### src/rtl/stopwatch_ctrl.sv
// Run-control sequencer for the stopwatch: turns button pulses and the slow tick
// into decrement enable, preset load, lap freeze and end-of-count blink.
module stopwatch_ctrl #(
    parameter int BLINK_TICKS = 6,
    parameter int BLINK_W     = 4
) (
    input  logic       clk,
    input  logic       rst,
    input  logic       start_stop,
    input  logic       lap_reset,
    input  logic       tick,
    input  logic       cnt_zero,
    output logic       count_en,
    output logic       load,
    output logic       lap_hold,
    output logic       done,
    output logic       blink,
    output logic [2:0] state
);

    // Interface: start_stop, lap_reset and tick are single-cycle pulses with no
    // back-pressure; a pulse is consumed in the cycle it is high or dropped.
    typedef enum logic [2:0] {
        S_IDLE  = 3'd0,
        S_RUN   = 3'd1,
        S_PAUSE = 3'd2,
        S_LAP   = 3'd3,
        S_DONE  = 3'd4
    } state_t;

    state_t             st, nx;
    logic [BLINK_W-1:0] bcnt, bcnt_nx;
    logic               blink_q, blink_nx;
    logic               load_q, load_nx;
    logic               lap_hold_q, done_q;
    logic               want_load;

    always_ff @(posedge clk) begin
        if (rst) begin
            st         <= S_IDLE;
            bcnt       <= '0;
            blink_q    <= 1'b0;
            load_q     <= 1'b0;
            lap_hold_q <= 1'b0;
            done_q     <= 1'b0;
        end else begin
            st         <= nx;
            bcnt       <= bcnt_nx;
            blink_q    <= blink_nx;
            load_q     <= load_nx;
            lap_hold_q <= (nx == S_LAP);
            done_q     <= (nx == S_DONE);
        end
    end

    // Blink counter and toggle hold their value only while staying in DONE;
    // every other path (including entry into DONE) clears them.
    always_comb begin
        nx        = st;
        want_load = 1'b0;
        bcnt_nx   = '0;
        blink_nx  = 1'b0;
        case (st)
            S_IDLE: begin
                if (lap_reset || (start_stop && cnt_zero)) begin
                    want_load = 1'b1;
                end else if (start_stop) begin
                    nx = S_RUN;
                end
            end
            S_RUN: begin
                if (cnt_zero)       nx = S_DONE;
                else if (lap_reset) nx = S_LAP;
                else if (start_stop) nx = S_PAUSE;
            end
            S_LAP: begin
                if (cnt_zero)       nx = S_DONE;
                else if (lap_reset) nx = S_RUN;
                else if (start_stop) nx = S_PAUSE;
            end
            S_PAUSE: begin
                if (lap_reset) begin
                    nx        = S_IDLE;
                    want_load = 1'b1;
                end else if (start_stop) begin
                    nx = S_RUN;
                end
            end
            S_DONE: begin
                bcnt_nx  = bcnt;
                blink_nx = blink_q;
                if (start_stop || lap_reset) begin
                    nx        = S_IDLE;
                    want_load = 1'b1;
                    bcnt_nx   = '0;
                    blink_nx  = 1'b0;
                end else if (tick) begin
                    if (bcnt == BLINK_W'(BLINK_TICKS - 1)) begin
                        nx        = S_IDLE;
                        want_load = 1'b1;
                        bcnt_nx   = '0;
                        blink_nx  = 1'b0;
                    end else begin
                        bcnt_nx  = bcnt + BLINK_W'(1);
                        blink_nx = ~blink_q;
                    end
                end
            end
            default: nx = S_IDLE;
        endcase
        // A second reload request on the cycle right after a load is suppressed.
        load_nx = want_load & ~load_q;
    end

    assign count_en = tick & ((st == S_RUN) | (st == S_LAP)) & ~cnt_zero;
    assign load     = load_q;
    assign lap_hold = lap_hold_q;
    assign done     = done_q;
    assign blink    = blink_q;
    assign state    = st;

endmodule

### config.mk
export PLATFORM = sky130hd
export DESIGN_NAME = stopwatch_ctrl
export DESIGN_NICKNAME = d
export VERILOG_FILES = /design/src/rtl/stopwatch_ctrl.sv
export SDC_FILE = /design/constraint.sdc
export NUM_CORES = 1
export LEC_CHECK = 0
export ABC_AREA = 0
export CORE_AREA = 10 10 47 49
export CTS_CLUSTER_DIAMETER = 40
export DETAILED_ROUTE_END_ITERATION = 8
export DIE_AREA = 0 0 57 59
export PLACE_DENSITY = 0.67
export SYNTH_ARGS = -nofsm -noshare
export SYNTH_HDL_FRONTEND = slang
export SYNTH_SLANG_ARGS = --single-unit
export TNS_END_PERCENT = 100
### constraint.sdc
create_clock -name clk -period 1.76 [get_ports clk]
set_input_delay 0.44 -clock clk [delete_from_list [all_inputs] [get_ports clk]]
set_output_delay 0.44 -clock clk [all_outputs]
set_load 0.05 [all_outputs]
==> metrics.txt, run 1 <==
first drt pass iteration count=2; Clock Latency Late Sink=270 ps; initial antenna violation count=0; clock network power share=0.334; Int Pwr=0.388 mW; Final Cell Area=~800 µm²; share of cells above drive strength 1=0.333; Synth Area in Simple Gates=0.222; max_cap viols=0; minimum clock period after layout=1680 ps; top cells by area, synth=dfxtp_1 42%, a2111oi_4 5.3%, a21oi_1 4.8%; Critical Path Start Type=input port; PnR Total Power=0.525 mW; Max stage delay on crit path=between 300 and 400 ps; gr ovfl total=0; syn avg cell area=9.80 µm²; slowest stage cell, crit path=nor4bb_4; final core utilization=0.564; total wire length=1200 µm; die width=approximately 57 µm; Synth async-reset ratio=0; status=complete, no violations; Worst Setup Path Type=input port to primary output; xor/xnor cell area share of the yosys netlist=0.0506; worst-margin pin slew=438 ps; Clock Pin Slew Worst Setup and Hold Paths=about 80 ps; Critical Path AT=about 1200 ps; Rows=14; synthesized area=~520 µm²; starting density of the core=0.371; Placed Area=761 µm²; Cells after Synth=53; vias per cell=5.30; fin. max-slew vios=0; Pleak=0.279 nW; post-synth top area share=0.424; H-Tree Depth=1; Hold Path Class=flip-flop to flip-flop; largest net degree at the start of global routing=11; Hold Worst Slack=500 ps; endpoints failing hold=0; count leader, synth=dfxtp_1; Sink Count=11; Routed Antenna Nets=0; vias in the first global route=454; Synth cell types=27; # port buffers=13; Switching Fraction=0.261; IO Count=14; Worst IR Drop VDD=about 0.37 mV; post-CTS setup buffer count=0; cell taking the most area after synthesis=dfxtp_1; sequential power share=0.498; Synth Flop Type=dfxtp_1; Switch Pwr=0.137 mW; core area=1400 µm²; Post-Synth Adder-Cell Area=0; # DRC=0; total track usage=0.0770; Post-synth EDFFs=0; top post-synthesis cells by count=11 x dfxtp_1, 5 x a21oi_1, 3 x nand3b_1, 3 x nor2_1, 3 x nor3_1; clk root buf=clkbuf_4; setup TNS=0 ps; Synth Warn #=0; final critical-path share of the clock period=0.955; Layout Skew=8.67 ps; Comb pwr share=0.168; peak fanout along the critical path=3; Die H=59 µm; DP HPWL=949 µm; synthesized flop and latch total=11; Area Growth Syn to Fin=52.3%; Setup crit end kind=primary output; WL per Instance=between 10 and 15 µm; RSZ-0062 raised after global routing=false; Vias=482; fmax=between 500 and 600 MHz; antenna fix cells=0; Iteration-0 DRC Markers=3; GP Congestion=0.729; Die ar.=3360 µm²; Post-layout nets=82; first-pass GRT wire length=2100 µm; worst path cell trace=dlygate4sd2_1 > nor4bb_4 > buf_12; compound-cell area share of the yosys netlist=0.243; CTS tree=built; fillers=135; Num CTS Buffers=3; Post-Syn Nets=59; sequential share of the synthesized area=0.424; PD cells=between 600 and 700 nW/µm²; post-synthesis mux area share=0.0289; final setup vio count=0; worst endpoint required time=1320 ps; worst-case clock buffer depth=2; Rel. slew slack=0.704; largest family of logic cells by synthesized area=compound AO/OA/AOI/OAI gates
-- worst paths after layout --
path	from	end	slack, ps	depth (start not counted)
max	cnt_zero	count_en	80	3
min	bcnt[2]	bcnt[2]	500	1
min reg2reg	bcnt[2]	bcnt[2]	500	1
max reg2reg	state[0]	lap_hold	310	3
-- layout make-up --
type,instances,area (µm²),area share
Tap cell,16,20.0,0.0253
Clock buffer,4,26.3,0.0332
Inverter,2,7.51,0.00949
Sequential cell,11,223,0.282
Multi-Input combinational cell,38,304,0.384
Timing Repair Buffer,20,210,0.266
-- power groups by stage --
stage	registers [mW]	logic, mW	clock network, mW
floorplan	0.280	0.0296	0
global placement	0.267	0.0892	0
detailed placement	0.267	0.0891	0
CTS	0.261	0.0880	0.180
global route	0.262	0.0936	0.188
finish	0.261	0.0883	0.175
-- kinds of logic (layout without fill, tap and decap cells) --
| kind of cell | after synthesis | count (layout) |
|---|---|---|
| mux | 1 | 1 |
| compound gates | 15 | 15 |
| simple gates | 19 | 19 |
| buf+inv | 4 | 26 |
| flops | 11 | 11 |
| xor+xnor | 3 | 3 |
-- worst max-delay path, delay by kind of cell --
kind	cells	cell delay (ps)
buffers and inverters	2	460
and+or+nand+nor	1	340
-- flip-flops by register name, summed over array words and instances, names as in the netlist --
name and cells:
lap_hold 1, bcnt 4, blink 1, load 1, done 1, state 3
-- metrics by stage --
stage	worst slack [ps]	cells
4_1_cts	65.0	91
3_5_place_dp	-153	87
3_3_place_gp	-140	87
2_1_floorplan	31.3	53
5_1_grt	29.0	91
6_report	78.9	91
-- placed cells by master, fill, tap and decap left out, drive strengths merged, types with 2 or more instances in the layout --
cell type	n
a211oi	2
nand4	2
clkdlybuf4s50	3
nor3	3
buf	15
inv	2
nand3b	3
nand2	2
a2111oi	2
dfxtp	11
a21oi	5
dlygate4sd2	2
nor2	3
xnor2	2
nand2b	2
clkbuf	4
-- per-layer routing --
| metal | global-route usage | up-vias | routed length [µm] | share of wire |
|---|---|---|---|---|
| met1 | 0.0835 | 216 | 548 | 0.46 |
| met3 | 0.0343 | 5 | 88 | 0.073 |
| met2 | 0.119 | 13 | 535 | 0.45 |
| li1 | - | 248 | - | - |
| met4 | 0.0503 | 0 | 27 | 0.023 |
| met5 | 0 | - | 0 | 0 |
-- repair_timing --
action                     CTS  global route
hold buffers                 0             0
pin swaps                    1             0
setup endpoints to repair    1             2
resized for setup            2             1
gates cloned                 0             0
No activity file was read; power rests on OpenSTA's default activity.
==> run 2: changes to the inputs <==
CORE_AREA = 10 10 48 50   (was 10 10 47 49)
DIE_AREA = 0 0 58 60   (was 0 0 57 59)
PLACE_DENSITY = 0.66   (was 0.67)
SETUP_SLACK_MARGIN = 0.4   (was unset)
clock period = 1.5 ns   (was 1.76 ns; I/O delays follow)
==> metrics.txt, run 2 (synthesis results as in run 1) <==
status=finished with violations; failing checks=setup timing; worst path cell trace=buf_6 > nor4bb_4 > buf_12; Num CTS Buffers=3; Worst Setup Path Type=flip-flop to primary output; worst endpoint required time=1120 ps; gr ovfl total=0; Rel. slew slack=0.809; IO Count=14; Rows=14; slowest stage cell, crit path=dfxtp_4; Area Growth Syn to Fin=99.0%; endpoints failing hold=0; WHS Path Cells=1; R2R cell count=4; fin. max-slew vios=0; share of cells above drive strength 1=0.640; antenna fix cells=0; RSZ-0062 raised after global routing=true; worst reg2reg startpoint=state[0]; logic depth of the worst path, buffers included=3; core area=1440 µm²; FF-to-FF setup slack=110 ps; # port buffers=13; Clock Latency Late Sink=270 ps; Layout Skew=~12 ps; clk root buf=clkbuf_4; worst path bufs/invs=2; Iteration-0 DRC Markers=4; Die H=60 µm; FF-to-FF End=lap_hold; Hold Path Class=flip-flop to flip-flop; first-pass GRT wire length=approximately 2700 µm; hold wc startpoint=bcnt[2]; Routed Antenna Nets=0; Post-layout nets=a little over 90; Pleak=0.371 nW; Final WS setup=-7.25 ps; max_cap viols=0; DP HPWL=1020 µm; initial antenna violation count=0; vias in the first global route=around 550; largest net degree at the start of global routing=10; Worst IR Drop VDD=0.452 mV; # DRC=0; Vias=563; CP top delay family=flip-flops; hold_buf cts=0; final critical-path share of the clock period=1.00; GP Congestion=0.768; Final Cell Area=1030 µm²; Biggest register=bcnt; total track usage=0.101; final setup vio count=1; Clock Pin Slew Worst Setup and Hold Paths=60 ps; Layout Cells excl Fill=approximately 100; starting density of the core=0.361; minimum clock period after layout=1510 ps; peak fanout along the critical path=2; worst-margin pin slew=286 ps; total wire length=1670 µm; PD cells=638 nW/µm²; Worst Hold Endpoint=bcnt[2]; Setup crit end kind=primary output; commonest non-fill, non-tap cell in the layout=buf_4; die width=58 µm; worst-case clock buffer depth=2; WL per Instance=16.4 µm; Placed Area=833 µm²; fmax=663 MHz; Inst Count DP=88; vias per cell=approximately 5.5; first drt pass iteration count=4; H-Tree Depth=1; Critical Path Start Type=flip-flop; CTS tree=built; Largest register FFs=4; Critical Path AT=1130 ps; most frequent cells in the layout=13 x buf_4, 8 x buf_12, 4 x dfxtp_2, 4 x dfxtp_4; Sink Count=11; Max stage delay on crit path=350 ps; Die ar.=around 3500 µm²
## run 2: cell types whose count changed in the layout (fill, tap and decap cells not counted), moves of 3 or more
cell	before	now
dfxtp_1	9	3
buf_12	4	8
dfxtp_4	0	4
buf_6	0	3
nor3_1	3	0
nor3_2	0	3
## run 2: final cells by class
cell class / instances / area [µm²]
fill: 104 / 403
multi-input combinational: 38 / 382
timing repair buffer: 31 / 358
sequential: 11 / 240
clock buffer: 4 / 26.3
tap: 16 / 20.0
inverter: 2 / 7.51
## run 2: repair_timing
item                       in CTS  in global routing
hold endpoints to repair        0                  0
setup buffers                   6                  4
pin swaps                       9                  7
resized for setup              27                 13
setup endpoints to repair      19                 19
## run 2: through the flow
| step | power, mW | util | setup TNS [ps] | worst slack [ps] | hold slack, ps |
|---|---|---|---|---|---|
| 2_1_floorplan | 0.361 | - | -115 | -115 | 434 |
| 6_report | 0.660 | 0.720 | -7.25 | -7.25 | 510 |
| 3_3_place_gp | 0.426 | 0.580 | -3370 | -389 | 483 |
| 5_1_grt | 0.684 | 0.720 | -53.3 | -53.3 | 528 |
| 4_1_cts | 0.645 | 0.672 | 0 | 0.743 | 507 |
| 3_5_place_dp | 0.427 | 0.580 | -3310 | -385 | 487 |
## run 2: routing by layer
metal | share of wire | GRT usage | vias up
met3 | 0.077 | 0.0381 | 6
met5 | 0 | 0 | -
met4 | 0.032 | 0.0805 | 0
met2 | 0.49 | 0.167 | 17
li1 | - | - | 269
met1 | 0.40 | 0.0986 | 271
## run 2: where the power goes
group	leakage [nW]	internal, mW	switching, mW
clock	0.0150	0.103	0.104
sequential	0.0940	0.294	0.00743
combinational	0.262	0.0822	0.0696
total	0.371	0.479	0.181
## run 2: how the worst max path moves through the flow
stage	from	end	slack [ps]
floorplan	state[2]	count_en	-120
global placement	start_stop	bcnt[2]	-390
detailed placement	cnt_zero	lap_hold	-390
CTS	state[0]	count_en	0.7
global route	state[0]	count_en	-50
finish	state[0]	count_en	-7
==> run 3: changes to the inputs <==
CORE_AREA = 10 10 47 49   (was 10 10 48 50)
CTS_BUF_LIST = sky130_fd_sc_hd__clkbuf_16   (was unset)
DIE_AREA = 0 0 57 59   (was 0 0 58 60)
PLACE_DENSITY = 0.67   (was 0.66)
clock period = 1.9 ns   (was 1.5 ns; I/O delays follow)
==> metrics.txt, run 3 (synthesis results as in run 1) <==
IO Count=14; Clock Latency Late Sink=240 ps; worst-case clock buffer depth=2; WL per Instance=14.4 µm; worst path cell trace=buf_2 > nor4bb_4 > buf_12; commonest non-fill, non-tap cell in the layout=buf_4; PD cells=830 nW/µm²; GP Congestion=0.710; worst endpoint required time=1420 ps; starting density of the core=0.371; Vias=502; Post-layout nets=just under 90; final setup vio count=0; endpoints failing hold=0; Die H=59 µm; CP startpoint=tick; hold_buf cts=0; # port buffers=13; CP top delay family=simple AND/OR/NAND/NOR gates; Worst Hold Endpoint=bcnt[2]; fin. max-slew vios=0; status=complete, no violations; gr ovfl total=0; core area=1400 µm²; Hold Path Class=flip-flop to flip-flop; FF-to-FF End=lap_hold; FF-to-FF setup slack=520 ps; Worst Setup Path Type=input port to primary output; # DRC=0; Routed Antenna Nets=0; peak fanout along the critical path=2; worst reg2reg startpoint=state[0]; total wire length=1380 µm; Largest register FFs=4; Die ar.=3360 µm²; Final Cell Area=~840 µm²; worst-margin pin slew=356 ps; H-Tree Depth=1; hold wc startpoint=bcnt[2]; vias in the first global route=500; slowest stage cell, crit path=nor4bb_4; CTS tree=built; Rows=14; Layout Skew=2.14 ps; Rel. slew slack=0.756; Placed Area=736 µm²; Pleak=around 0.33 nW; Setup crit end kind=primary output; RSZ-0062 raised after global routing=true; Critical Path AT=~1100 ps; vias per cell=between 5 and 6; final critical-path share of the clock period=0.821; most frequent cells in the layout=19 x buf_4, 9 x dfxtp_1, 5 x a21oi_1; Critical Path Start Type=input port; R2R cell count=3; antenna fix cells=0; fmax=641 MHz; first drt pass iteration count=4; Iteration-0 DRC Markers=8; Num CTS Buffers=3; largest net degree at the start of global routing=10; minimum clock period after layout=1560 ps; Max stage delay on crit path=340 ps; setup TNS=0 ps; Area Growth Syn to Fin=62.7%; Worst IR Drop VDD=0.637 mV; first-pass GRT wire length=2360 µm; initial antenna violation count=0; Multi-input gate area=304 µm²; Clock Pin Slew Worst Setup and Hold Paths=40 ps; worst path bufs/invs=2; DP HPWL=966 µm; Hold Worst Slack=504 ps; Inst Count DP=88; fillers=approximately 120; share of cells above drive strength 1=0.413; Layout Cells excl Fill=96; clk root buf=clkbuf_16; Biggest register=bcnt; final core utilization=0.603; total track usage=0.0903; Sink Count=11; die width=around 57 µm; register area=228 µm²; WHS Path Cells=1; max_cap viols=0
## run 3: cell types whose count changed in the layout (fill, tap and decap cells not counted), sizes merged
cell / change
buf: -4
clkbuf: -3
clkdlybuf4s15: -1
dlygate4sd2: +1
inv: +1
## run 3: worst max-delay path by stage
stage	slack, ps	cells after the start	to
final	340	3	count_en
after global routing	280	3	count_en
after CTS	330	2	count_en
after detailed placement	-100	3	count_en
after global placement	-90	4	lap_hold
after floorplan	180	2	count_en
## run 3: cell type report
cell class / instances / share of cell area
multi-input cells: 38 / 0.360
flip-flops and latches: 11 / 0.270
repair buffers: 25 / 0.244
clock buffers: 3 / 0.0889
well taps: 16 / 0.0237
inverters: 2 / 0.00889
clock inverters: 1 / 0.00444
## run 3: worst reg2reg max path, cell delays in order (launching register included)
cell and delay (ps):
dfxtp_4 370, mux2_4 300, o31a_1 290, a2111oi_4 320
## run 3: power breakdown
group,switching [mW],internal [mW],total [mW]
combinational,0.0425,0.0415,0.0840
sequential,0.00430,0.234,0.239
clock,0.103,0.276,0.379
total,0.149,0.552,0.701
## run 3: what timing repair did
| item | CTS | global route |
|---|---|---|
| resized for setup | 17 | 0 |
| pin swaps | 3 | 1 |
| setup buffers | 4 | 0 |
| setup endpoints to repair | 12 | 2 |
## run 3: routing by layer
| layer | global-route usage | share of wire |
|---|---|---|
| met3 | 0.0451 | 0.078 |
| met1 | 0.0974 | 0.45 |
| met4 | 0.0604 | 0.027 |
| met5 | 0 | 0 |
| met2 | 0.136 | 0.44 |
## run 3: metrics by stage
step / power, mW / worst slack (ps)
2_1_floorplan: 0.287 / 180
3_3_place_gp: 0.322 / -87.7
3_5_place_dp: 0.322 / -100
4_1_cts: 0.710 / 329
5_1_grt: 0.733 / 284
6_report: 0.701 / 340
